==> config.mk <==
export PLATFORM = sky130hd
export DESIGN_NAME = mem_port_arbiter
export DESIGN_NICKNAME = d
export VERILOG_FILES = /design/src/rtl/mem_arb_pkg.sv /design/src/rtl/arb_beat_counter.sv /design/src/rtl/mem_port_arbiter.sv
export SDC_FILE = /design/constraint.sdc
export NUM_CORES = 1
export LEC_CHECK = 0
export BUFFER_PORTS_ARGS = -buffer_cell sky130_fd_sc_hd__buf_2
export CAP_MARGIN = 0
export CORE_AREA = 2 2 108 110
export DETAILED_ROUTE_END_ITERATION = 10
export DIE_AREA = 0 0 110 112
export PLACE_DENSITY = 0.67
export SETUP_SLACK_MARGIN = 0.2
export SKIP_CTS_REPAIR_TIMING = 1
export SYNTH_ARGS = -nofsm -noshare
export SYNTH_HDL_FRONTEND = slang
export SYNTH_SLANG_ARGS = --single-unit
==> constraint.sdc <==
create_clock -name Clk -period 1.65 [get_ports Clk]
set_input_delay 0.165 -clock Clk [delete_from_list [all_inputs] [get_ports Clk]]
set_output_delay 0.165 -clock Clk [all_outputs]
set_load 0.05 [all_outputs]
==> src/rtl/mem_arb_pkg.sv <==
// Shared definitions for the memory port arbiter: client IDs, FSM states,
// default beat index width and the rotating-priority pick helper used when
// ARB_ROUND_ROBIN_EN is defined.
package mem_arb_pkg;

   localparam int NUM_CLIENTS          = 3;
   localparam int WORDS_PER_LINE_DFLT  = 8;
   localparam int BEAT_W               = $clog2(WORDS_PER_LINE_DFLT);

   typedef enum logic [1:0] {
      CL_DF = 2'd0,
      CL_IF = 2'd1,
      CL_DW = 2'd2
   } client_e;

   typedef enum logic [1:0] {
      ST_IDLE  = 2'd0,
      ST_ARB   = 2'd1,
      ST_BURST = 2'd2
   } state_e;

   // Next client in DF -> IF -> DW order after 'last' that is requesting.
   function automatic client_e rr_pick(input client_e last, input logic [2:0] req);
      client_e c    = last;
      client_e pick = last;
      logic    hit  = 1'b0;
      for (int i = 0; i < NUM_CLIENTS; i++) begin
         c = (c == CL_DW) ? CL_DF : client_e'(c + 2'd1);
         if (!hit && req[c]) begin
            pick = c;
            hit  = 1'b1;
         end
      end
      return pick;
   endfunction

endpackage

==> src/rtl/arb_beat_counter.sv <==
// Beat counter with wrap-around word index. 'load' restarts a burst at
// start_word; each 'ack' advances both the beat count and the word index,
// the index wrapping naturally from the last word of the line to word 0.
module arb_beat_counter #(
   parameter  int WORDS_PER_LINE = 8,
   localparam int BW             = $clog2(WORDS_PER_LINE)
) (
   input  logic          Clk,
   input  logic          Rst,
   input  logic [BW-1:0] start_word,
   input  logic          load,
   input  logic          ack,
   output logic [BW-1:0] beat,
   output logic [BW-1:0] word,
   output logic          last
);

   // Burst position: cleared on load, stepped on each accepted beat.
   always_ff @(posedge Clk or negedge Rst) begin
      if (!Rst) begin
         beat <= '0;
         word <= '0;
      end else if (load) begin
         beat <= '0;
         word <= start_word;
      end else if (ack) begin
         beat <= beat + 1'b1;
         word <= word + 1'b1;
      end
   end

   assign last = (beat == BW'(WORDS_PER_LINE - 1));

endmodule

==> src/rtl/mem_port_arbiter.sv <==
// Shares one external memory port between the D-cache fill (DF), I-cache
// fill (IF) and D-cache write-back (DW) buffers, one line burst at a time.
// Reads run critical-word-first with wrap; writes run from word 0.
// Build option: ARB_ROUND_ROBIN_EN selects rotating priority instead of
// fixed DF > IF > DW priority with the MAX_SKIP write-back starvation guard.
module mem_port_arbiter import mem_arb_pkg::*; #(
   parameter int WORDS_PER_LINE = 8,
   parameter int ADDR_W         = 32,
   parameter int MAX_SKIP       = 4
) (
   input  logic                              Clk,
   input  logic                              Rst,
   input  logic                              DF_Req,
   input  logic [ADDR_W-1:0]                 DF_Addr,
   output logic                              DF_Gnt,
   output logic                              DF_FirstWord,
   output logic                              DF_Completed,
   input  logic                              IF_Req,
   input  logic [ADDR_W-1:0]                 IF_Addr,
   output logic                              IF_Gnt,
   output logic                              IF_FirstWord,
   output logic                              IF_Completed,
   input  logic                              DW_Req,
   input  logic [ADDR_W-1:0]                 DW_Addr,
   input  logic [31:0]                       DW_WData,
   output logic [$clog2(WORDS_PER_LINE)-1:0] DW_Beat,
   output logic                              DW_Gnt,
   output logic                              DW_Completed,
   output logic [31:0]                       RData,
   output logic                              RValid,
   output logic [$clog2(WORDS_PER_LINE)-1:0] RWord,
   output logic                              Mem_Req,
   output logic                              Mem_RW,
   output logic [ADDR_W-1:0]                 Mem_Addr,
   output logic [31:0]                       Mem_WData,
   input  logic [31:0]                       Mem_RData,
   input  logic                              Mem_Ack
);

   localparam int BW       = $clog2(WORDS_PER_LINE);
   localparam int LINE_LSB = BW + 2;
   localparam int LINE_W   = ADDR_W - LINE_LSB;

   state_e            state;
   logic [2:0]        gnt_q;
   logic              mreq_q;
   logic              mrw_q;
   logic [LINE_W-1:0] line_q;

   client_e           win;
   logic [BW-1:0]     win_start;
   logic [LINE_W-1:0] win_line;
   logic              any_req;
   logic              same_line;
   logic              grant;
   logic              beat_ack;
   logic              rd_beat;
   logic [BW-1:0]     beat;
   logic [BW-1:0]     word;
   logic              last_beat;

   assign any_req   = DF_Req | IF_Req | DW_Req;
   // Dirty miss: the write-back must reach memory before the fill reads it.
   assign same_line = DF_Req & DW_Req &
                      (DF_Addr[ADDR_W-1:LINE_LSB] == DW_Addr[ADDR_W-1:LINE_LSB]);
   assign grant     = (state == ST_ARB) & any_req;
   assign beat_ack  = mreq_q & Mem_Ack;
   assign rd_beat   = beat_ack & ~mrw_q;

`ifdef ARB_ROUND_ROBIN_EN
   client_e last_gnt;

   // Remember the last winner; reset value makes DF first in the rotation.
   always_ff @(posedge Clk or negedge Rst) begin
      if (!Rst)
         last_gnt <= CL_DW;
      else if (grant)
         last_gnt <= win;
   end

   // Winner selection: same-line override, then rotating priority.
   always_comb begin
      win = CL_DF;
      if (same_line)
         win = CL_DW;
      else
         win = rr_pick(last_gnt, {DW_Req, IF_Req, DF_Req});
   end
`else
   localparam int SKIP_W = $clog2(MAX_SKIP + 1);
   logic [SKIP_W-1:0] skip_cnt;

   // Count reader grants that passed over a waiting write-back.
   always_ff @(posedge Clk or negedge Rst) begin
      if (!Rst)
         skip_cnt <= '0;
      else if (!DW_Req)
         skip_cnt <= '0;
      else if (grant) begin
         if (win == CL_DW)
            skip_cnt <= '0;
         else if (skip_cnt != SKIP_W'(MAX_SKIP))
            skip_cnt <= skip_cnt + 1'b1;
      end
   end

   // Winner selection: same-line override, starvation guard, fixed priority.
   always_comb begin
      win = CL_DF;
      if (same_line)
         win = CL_DW;
      else if (DW_Req && skip_cnt == SKIP_W'(MAX_SKIP))
         win = CL_DW;
      else if (DF_Req)
         win = CL_DF;
      else if (IF_Req)
         win = CL_IF;
      else
         win = CL_DW;
   end
`endif

   // Burst origin for the winner: readers start at their critical word.
   always_comb begin
      win_start = '0;
      win_line  = DF_Addr[ADDR_W-1:LINE_LSB];
      case (win)
         CL_DF: begin
            win_start = DF_Addr[LINE_LSB-1:2];
            win_line  = DF_Addr[ADDR_W-1:LINE_LSB];
         end
         CL_IF: begin
            win_start = IF_Addr[LINE_LSB-1:2];
            win_line  = IF_Addr[ADDR_W-1:LINE_LSB];
         end
         default: begin
            win_start = '0;
            win_line  = DW_Addr[ADDR_W-1:LINE_LSB];
         end
      endcase
   end

   arb_beat_counter #(.WORDS_PER_LINE(WORDS_PER_LINE)) u_beat (
      .Clk        (Clk),
      .Rst        (Rst),
      .start_word (win_start),
      .load       (grant),
      .ack        (beat_ack),
      .beat       (beat),
      .word       (word),
      .last       (last_beat)
   );

   // Port sequencer: IDLE -> ARB -> BURST, with registered grant and request.
   always_ff @(posedge Clk or negedge Rst) begin
      if (!Rst) begin
         state  <= ST_IDLE;
         gnt_q  <= '0;
         mreq_q <= 1'b0;
         mrw_q  <= 1'b0;
         line_q <= '0;
      end else begin
         case (state)
            ST_IDLE: begin
               if (any_req)
                  state <= ST_ARB;
            end
            ST_ARB: begin
               if (any_req) begin
                  gnt_q  <= 3'b001 << win;
                  mrw_q  <= (win == CL_DW);
                  line_q <= win_line;
                  state  <= ST_BURST;
               end else begin
                  state  <= ST_IDLE;
               end
            end
            ST_BURST: begin
               if (!mreq_q)
                  mreq_q <= 1'b1;
               else if (beat_ack && last_beat) begin
                  mreq_q <= 1'b0;
                  mrw_q  <= 1'b0;
                  gnt_q  <= '0;
                  state  <= any_req ? ST_ARB : ST_IDLE;
               end
            end
            default: state <= ST_IDLE;
         endcase
      end
   end

   assign DF_Gnt       = gnt_q[CL_DF];
   assign IF_Gnt       = gnt_q[CL_IF];
   assign DW_Gnt       = gnt_q[CL_DW];

   assign DF_FirstWord = rd_beat & gnt_q[CL_DF] & (beat == '0);
   assign IF_FirstWord = rd_beat & gnt_q[CL_IF] & (beat == '0);
   assign DF_Completed = beat_ack & gnt_q[CL_DF] & last_beat;
   assign IF_Completed = beat_ack & gnt_q[CL_IF] & last_beat;
   assign DW_Completed = beat_ack & gnt_q[CL_DW] & last_beat;

   assign RValid       = rd_beat;
   assign RData        = rd_beat ? Mem_RData : '0;
   assign RWord        = rd_beat ? word : '0;

   assign Mem_Req      = mreq_q;
   assign Mem_RW       = mrw_q;
   assign Mem_Addr     = mreq_q ? {line_q, word, 2'b00} : '0;
   assign Mem_WData    = (mreq_q & mrw_q) ? DW_WData : '0;
   assign DW_Beat      = gnt_q[CL_DW] ? beat : '0;

   // Byte offsets below the word, and DW's in-line offset, are don't-care.
   logic unused_addr_bits;
   assign unused_addr_bits = &{1'b0, DF_Addr[1:0], IF_Addr[1:0], DW_Addr[LINE_LSB-1:0]};

endmodule

==> impl_metrics.csv, run 1 <==
group,metric,value,unit
run_status,outcome,"finished, violations left",
run_status,violations,"negative setup slack",
yosys,synth_compound_area_frac,0.162,
yosys,yosys.cell_count.top_type,"and2_1",
route,vias,4976,
global_route,track_usage,0.245,
setup_path,worstSetupPathType,"flop to flop",
layout,seq_area,1050,um^2
timing,whs,130,ps
setup_path,crit_top_cell,"nand3_2",
route,antenna_left,0,
timing,fin_crit_sh,1.05,
yosys,yosys.area_share.adder,0.0214,
yosys,synth.distinct_cells,44,
yosys,synthArstFlopShare,1.00,
timing,slew_violations,0,
clock_tree,path_clk_slew,60,ps
yosys,synth_area_leaders,"dfrtp_1 30%, and2_1 12%, and3_1 6.2%, a221oi_1 5.7%, nand4_1 4.5%",
setup_path,crit_path_max_incr_delay,420,ps
clock_tree,cts_sinks,42,
yosys,yosysWarnings,0,
layout,num_antenna_cells,0,
yosys,synth_top_area_share,0.300,
setup_path,endpoint_kind,"flop",
placed_design,hpwl,12500,um
yosys,synthSimpleGateAreaFrac,0.367,
floorplanning,die_area,12300,um^2
route,routed_wl,19500,um
clock_tree,htree_num_levels,2,
route,dr.first_iter.drc_count,336,
placed_design,numPortBuffers,267,
clock_tree,cts_made_buffers,5,
placed_design,gp_congestion,0.898,
global_route,grt_max_degree,40,
clock_tree,cts_buffer_depth,2,
setup_path,arrival,1930,ps
yosys,synth_top_family_by_area,"simple AND/OR/NAND/NOR gates",
power_and_ir_drop,p_per_area,1610,nW/um^2
global_route,grt_pass1_wl,23300,um
floorplanning,coreArea,11200,um^2
timing,rsz0062_at_grt,"true",
min_path,holdCritPathClass,"input pin to flop",
layout,fill_cells,822,
power_and_ir_drop,p_leak,0.00360,uW
power_and_ir_drop,p_total,12400,uW
clock_tree,cts_tree,"done",
timing,max_freq,0.578,GHz
placed_design,placed_cells,865,
setup_path,cpMaxStageDelayCell,"dfrtp_1",
route,viasPerCell,5.53,
route,wl_per_cell,21.7,um
yosys,ys_seq_area_frac,0.300,
yosys,ys_ff_latch,42,
setup_path,required,1850,ps
layout,area_growth,120,%
floorplanning,start_util,0.314,
yosys,ys.flop_type,"dfrtp_1",
timing,setup-tns-final,-2250,ps
timing,layout_min_cycle_time,1730,ps
clock_tree,cts-root-buf,"clkbuf_16",
yosys,synthesis.area,3510,um^2
global_route,grt_pass1_vias,4487,
setup_path,cp-start-kind,"flop",
yosys,yosys.area.top_type,"dfrtp_1",
timing,setup_viol,62,
route,drc_errors,0,
setup_path,cp_max_fo,7,
layout,nets,929,
global_route,antenna_found_initial,2,
floorplanning,io_pins,279,
clock_tree,insertion_delay,280,ps
floorplanning,die_y,112,um
yosys,syn_inst,441,
power_and_ir_drop,vdd_ir_drop_max,1130,uV
timing,finalHoldViolCount,0,
setup_path,cp_cell_sequence,"inv_2, ha_4, nand3_2, and3b_4, nor2_4, clkbuf_16, nand3_2, a31oi_1",
yosys,synth_commonest_cells,"69 x and2_1, 42 x dfrtp_1, 35 x and3_1",
timing,setup_ws,-79.4,ps
floorplanning,rows,39,
layout,multi_input_area,2900,um^2
route,drtPass1Iterations,5,
timing,fin_skew,5.53,ps
yosys,post_synth_mux_area_share,0.0157,
floorplanning,fp.dieW,110,um
global_route,overflow,0,
flow_run,maxCapViolations,0,
layout,drive_gt1_frac,0.688,
yosys,synth_edf_count,0,
yosys,synth-xor-area-share,0.0674,
yosys,avgSynthCellArea,7.96,um^2
layout,layout.cells.non_filler,900,
stage by stage:
stage	area, um^2	setup slack [ps]	util
5_1_grt	7710	-139	0.690
6_report	7710	-79.4	0.690
2_1_floorplan	3900	-13.9	-
4_1_cts	5910	-309	0.529
3_5_place_dp	5780	-302	0.517
3_3_place_gp	5780	-270	0.517
per-layer routing:
| metal | share of wire | wire length [um] | up-vias | global-route usage |
|---|---|---|---|---|
| li1 | - | - | 2231 | - |
| met1 | 0.36 | 7080 | 2375 | 0.294 |
| met4 | 0.042 | 822 | 2 | 0.0835 |
| met5 | 0.00067 | 13 | - | 0 |
| met2 | 0.50 | 9820 | 311 | 0.425 |
| met3 | 0.090 | 1760 | 57 | 0.0539 |
where the power goes:
part / internal [uW] / total (uW) / switching [uW]
sequential: 1510 / 1840 / 332
combinational: 4300 / 9640 / 5340
clock: 555 / 957 / 402
total: 6360 / 12400 / 6070
cells by family after synthesis:
group / Yosys count
AOI/OAI and AO/OA: 80
and+or+nand+nor: 227
other: 1
xor gates and xnor gates: 27
buffers and inverters: 53
adders and majority gates: 6
DFF: 42
muxes: 5
state kept, by name, summed over array words and instances, names as in the netlist:
register     cells
line_q          27
gnt_q            3
skip_cnt         3
u_beat.beat      3
u_beat.word      3
state            2
Mem_Req          1
path summary, 6_finish.rpt:
path                                    startpoint                          to  slack (ps)  cells after the start
setup / recovery           skip_cnt[1]$_DFFE_PN0P_       line_q[3]$_DFFE_PN0P_         -80                      8
hold reg to reg               state[0]$_DFFE_PN0P_        state[0]$_DFFE_PN0P_         450                      1
hold / removal                          DF_Addr[3]  u_beat.word[1]$_DFFE_PN0P_         130                      3
min in group asynchronous                      Rst       line_q[4]$_DFFE_PN0P_         330                      2
max in group asynchronous                      Rst      line_q[13]$_DFFE_PN0P_         770                      3
setup reg to reg           skip_cnt[1]$_DFFE_PN0P_       line_q[3]$_DFFE_PN0P_         -80                      8
critical path: cells and delay by family, from the launching register on:
kind                     cells  cell delay, ps
buffers and inverters        2             300
flip-flops                   1             420
adder cells (fa/ha/maj)      1             120
AO/OA/AOI/OAI                1             180
AND/OR/NAND/NOR              4             630
cell usage in the layout (no fill, tap or decap), drive strengths merged, types with 4 or more instances in the layout:
master and n:
buf 339, and2 69, dfrtp 42, and3 35, nor2 32, nand3 30, nand4 25, a31oi 23
a221oi 23, nand2 21, clkbuf 20, xor2 16, xnor2 11, a21oi 9, o21ai 9, inv 8
o31ai 7, ha 6, mux2 4, nor4 4
cell type report:
cell class                 count  share of cell area
clock buffer                   7              0.0172
inverter                       8             0.00389
multi-input combinational    347               0.377
sequential                    42               0.137
tap                          143              0.0232
timing repair buffer         353               0.442
(Power assumes the default switching activity.)
==> run 2: changes to the inputs <==
--- a/config.mk
+++ b/config.mk
@@ -5,14 +5,16 @@
 export SDC_FILE = /design/constraint.sdc
 export NUM_CORES = 1
 export LEC_CHECK = 0
+export ABC_AREA = 1
 export BUFFER_PORTS_ARGS = -buffer_cell sky130_fd_sc_hd__buf_2
 export CAP_MARGIN = 0
-export CORE_AREA = 2 2 108 110
+export CORE_AREA = 2 2 107 109
 export DETAILED_ROUTE_END_ITERATION = 10
-export DIE_AREA = 0 0 110 112
-export PLACE_DENSITY = 0.67
+export DIE_AREA = 0 0 109 111
+export PLACE_DENSITY = 0.72
 export SETUP_SLACK_MARGIN = 0.2
 export SKIP_CTS_REPAIR_TIMING = 1
+export SKIP_LAST_GASP = 1
 export SYNTH_ARGS = -nofsm -noshare
 export SYNTH_HDL_FRONTEND = slang
 export SYNTH_SLANG_ARGS = --single-unit
==> run 2 against run 1 <==
  * First-iteration DRC count down 32%
  * Critical path depth down 2
  * Routed wire length down 14%
  * Worst setup slack better by 36 ps
  * Area after synthesis up 10%
  * Largest cell class is now multi-input combinational cells
  * Hold slack worse by 19 ps
  * Design area down 3.0%
  * Synthesized cell count up 61%
  * Power down 6.2%
  * Sequential power about the same
  * The run still ends with negative setup slack left
  * Largest power group unchanged
==> impl_metrics.csv, run 2 <==
group,metric,value,unit
layout,seq_area,1050,um^2
floorplanning,die_area,12100,um^2
run_status,outcome,"finished, violations left",
clock_tree,cts_sinks,42,
timing,setup_viol,23,
layout,most-common-layout-cells,"190 x nand2_1, 164 x buf_2, 150 x inv_1",
route,antenna_left,0,
yosys,yosysWarnings,0,
yosys,synth_edf_count,0,
layout,area_growth,93.2,%
floorplanning,io_pins,279,
placed_design,numPortBuffers,267,
yosys,synth_area_leaders,"dfrtp_1 27%, nand2_1 21%, inv_1 18%, nor2_1 14%, nand3_1 3.4%",
yosys,syn_inst,712,
yosys,avgSynthCellArea,5.44,um^2
layout,nets,1181,
timing,max_freq,0.590,GHz
placed_design,gp_congestion,0.887,
power_and_ir_drop,p_leak,0.00406,uW
floorplanning,coreArea,11100,um^2
setup_path,worstSetupPathType,"flop to output pin",
timing,slew_violations,0,
layout,drive_gt1_frac,0.485,
setup_path,r2r-end,"line_q[25]$_DFFE_PN0P_",
min_path,holdPathStages,3,
timing,setup-tns-final,-356,ps
timing,slew_headroom,0.631,
run_status,violations,"negative setup slack",
global_route,antenna_found_initial,1,
timing,fin_skew,6.31,ps
layout,largest_reg_flops,27,
setup_path,cp_max_fo,18,
timing,setup_ws,-43.9,ps
yosys,ys.flop_type,"dfrtp_1",
timing,rsz0062_at_grt,"true",
timing,finalHoldViolCount,0,
route,drtPass1Iterations,4,
setup_path,crit-reg2reg-launch,"skip_cnt[1]$_DFFE_PN0P_",
min_path,holdCritPathClass,"input pin to flop",
min_path,whs_endpoint,"u_beat.word[1]$_DFFE_PN0P_",
placed_design,pre_cts_ws,21.7,ps
route,routed_wl,16800,um
layout,post-route-util,0.675,
route,viasPerCell,4.48,
route,drc_errors,0,
flow_run,maxCapViolations,0,
route,vias,5174,
power_and_ir_drop,vdd_ir_drop_max,1080,uV
placed_design,hpwl,11300,um
layout,final_common_cell,"nand2_1",
min_path,worstHoldStart,"IF_Addr[3]",
layout,fill_cells,973,
layout,multi_input_area,2680,um^2
route,wl_per_cell,14.5,um
global_route,track_usage,0.224,
floorplanning,fp.dieW,109,um
yosys,yosys.cell_count.top_type,"nand2_1",
yosys,yosys.area.top_type,"dfrtp_1",
power_and_ir_drop,p_per_area,1560,nW/um^2
clock_tree,cts_tree,"done",
clock_tree,cts_made_buffers,5,
yosys,synth.distinct_cells,32,
setup_path,endpoint_kind,"output pin",
clock_tree,path_clk_slew,60,ps
yosys,synth_commonest_cells,"212 x nand2_1, 187 x inv_1, 147 x nor2_1",
floorplanning,start_util,0.349,
floorplanning,die_y,111,um
yosys,synth_top_area_share,0.271,
yosys,ys_seq_area_frac,0.271,
setup_path,cp-start-kind,"flop",
timing,layout_min_cycle_time,1690,ps
global_route,grt_pass1_vias,4516,
setup_path,ff2ff_path_depth,11,
timing,tightest_slew,554,ps
yosys,synthesis.area,3870,um^2
route,dr.first_iter.drc_count,227,
floorplanning,rows,39,
global_route,grt_pass1_wl,21400,um
yosys,ys_ff_latch,42,
setup_path,required,1480,ps
clock_tree,htree_num_levels,2,
timing,fin_crit_sh,1.03,
clock_tree,cts-root-buf,"clkbuf_16",
setup_path,arrival,1530,ps
setup_path,reg2reg_slack,20,ps
yosys,synthArstFlopShare,1.00,
clock_tree,insertion_delay,280,ps
global_route,overflow,0,
clock_tree,cts_buffer_depth,2,
timing,whs,111,ps
global_route,grt_max_degree,38,
layout,top_register,"line_q",
run 2: cell types whose count changed after synthesis, moves of 23 or more:
cell      previous run  this run
a221oi_1            23         0
inv_1                7       187
nor2_1              30       147
and3_1              35         0
nand2_1             20       212
and2_1              69         0
clkbuf_1            33        10
run 2: worst max-delay path by stage:
| stage | cells past startpoint | endpoint | startpoint | slack, ps |
|---|---|---|---|---|
| final | 6 | RData[27] | Mem_Req$_DFFE_PN0P_ | -40 |
| after global routing | 6 | RData[12] | Mem_Req$_DFFE_PN0P_ | -90 |
| after CTS | 5 | RData[23] | Mem_Req$_DFFE_PN0P_ | -240 |
| after detailed placement | 13 | line_q[9]$_DFFE_PN0P_ | DF_Req | 20 |
| after global placement | 16 | line_q[15]$_DFFE_PN0P_ | DW_Addr[12] | 30 |
| after floorplan | 6 | RData[10] | Mem_Req$_DFFE_PN0P_ | -230 |
run 2: logic make-up (layout without fill, tap and decap cells):
| family | after synthesis | after routing | synth area share |
|---|---|---|---|
| XOR/XNOR | 6 | 6 | 0.0136 |
| AO/OA/AOI/OAI | 32 | 32 | 0.0475 |
| flip-flops | 42 | 42 | 0.271 |
| buffers and inverters | 217 | 514 | 0.225 |
| AND/OR/NAND/NOR | 408 | 408 | 0.422 |
| other | 1 | 3 | 0.000969 |
| adder cells (fa/ha/maj) | 6 | 6 | 0.0194 |
run 2: routing by layer:
layer | global-route usage | vias up | wire length [um]
met2 | 0.411 | 207 | 8700
met4 | 0.0521 | 2 | 484
met1 | 0.249 | 2307 | 6090
li1 | - | 2616 | -
met3 | 0.0658 | 42 | 1480
met5 | 0 | - | 19
run 2: worst max-delay path, cell delays in order (launching register included):
cell and delay [ps]:
dfrtp_2 470, nand2_4 100, nor2_4 110, buf_12 170, inv_16 90, nor2_4 130, buf_6 170
run 2: final cells by class:
class,count,area share
tap,143,0.0239
clock buffer,6,0.0186
sequential,42,0.141
timing repair buffer,314,0.338
antenna,1,0.000335
timing repair inverter,2,0.00385
inverter,190,0.114
clock inverter,2,0.00167
multi-input combinational,454,0.359
run 2: where the power goes:
group | total, uW | switching (uW) | internal, uW
clock | 1020 | 416 | 600
sequential | 1870 | 357 | 1510
combinational | 8780 | 5710 | 3070
total | 11700 | 6480 | 5190
run 2: through the flow:
step,instances,area (um^2),total power (uW)
after CTS,1122,6350,9970
after detailed placement,1114,6200,8930
final,1154,7480,11700
after global placement,1114,6200,8870
after global routing,1153,7480,12300
after floorplan,713,4670,7400
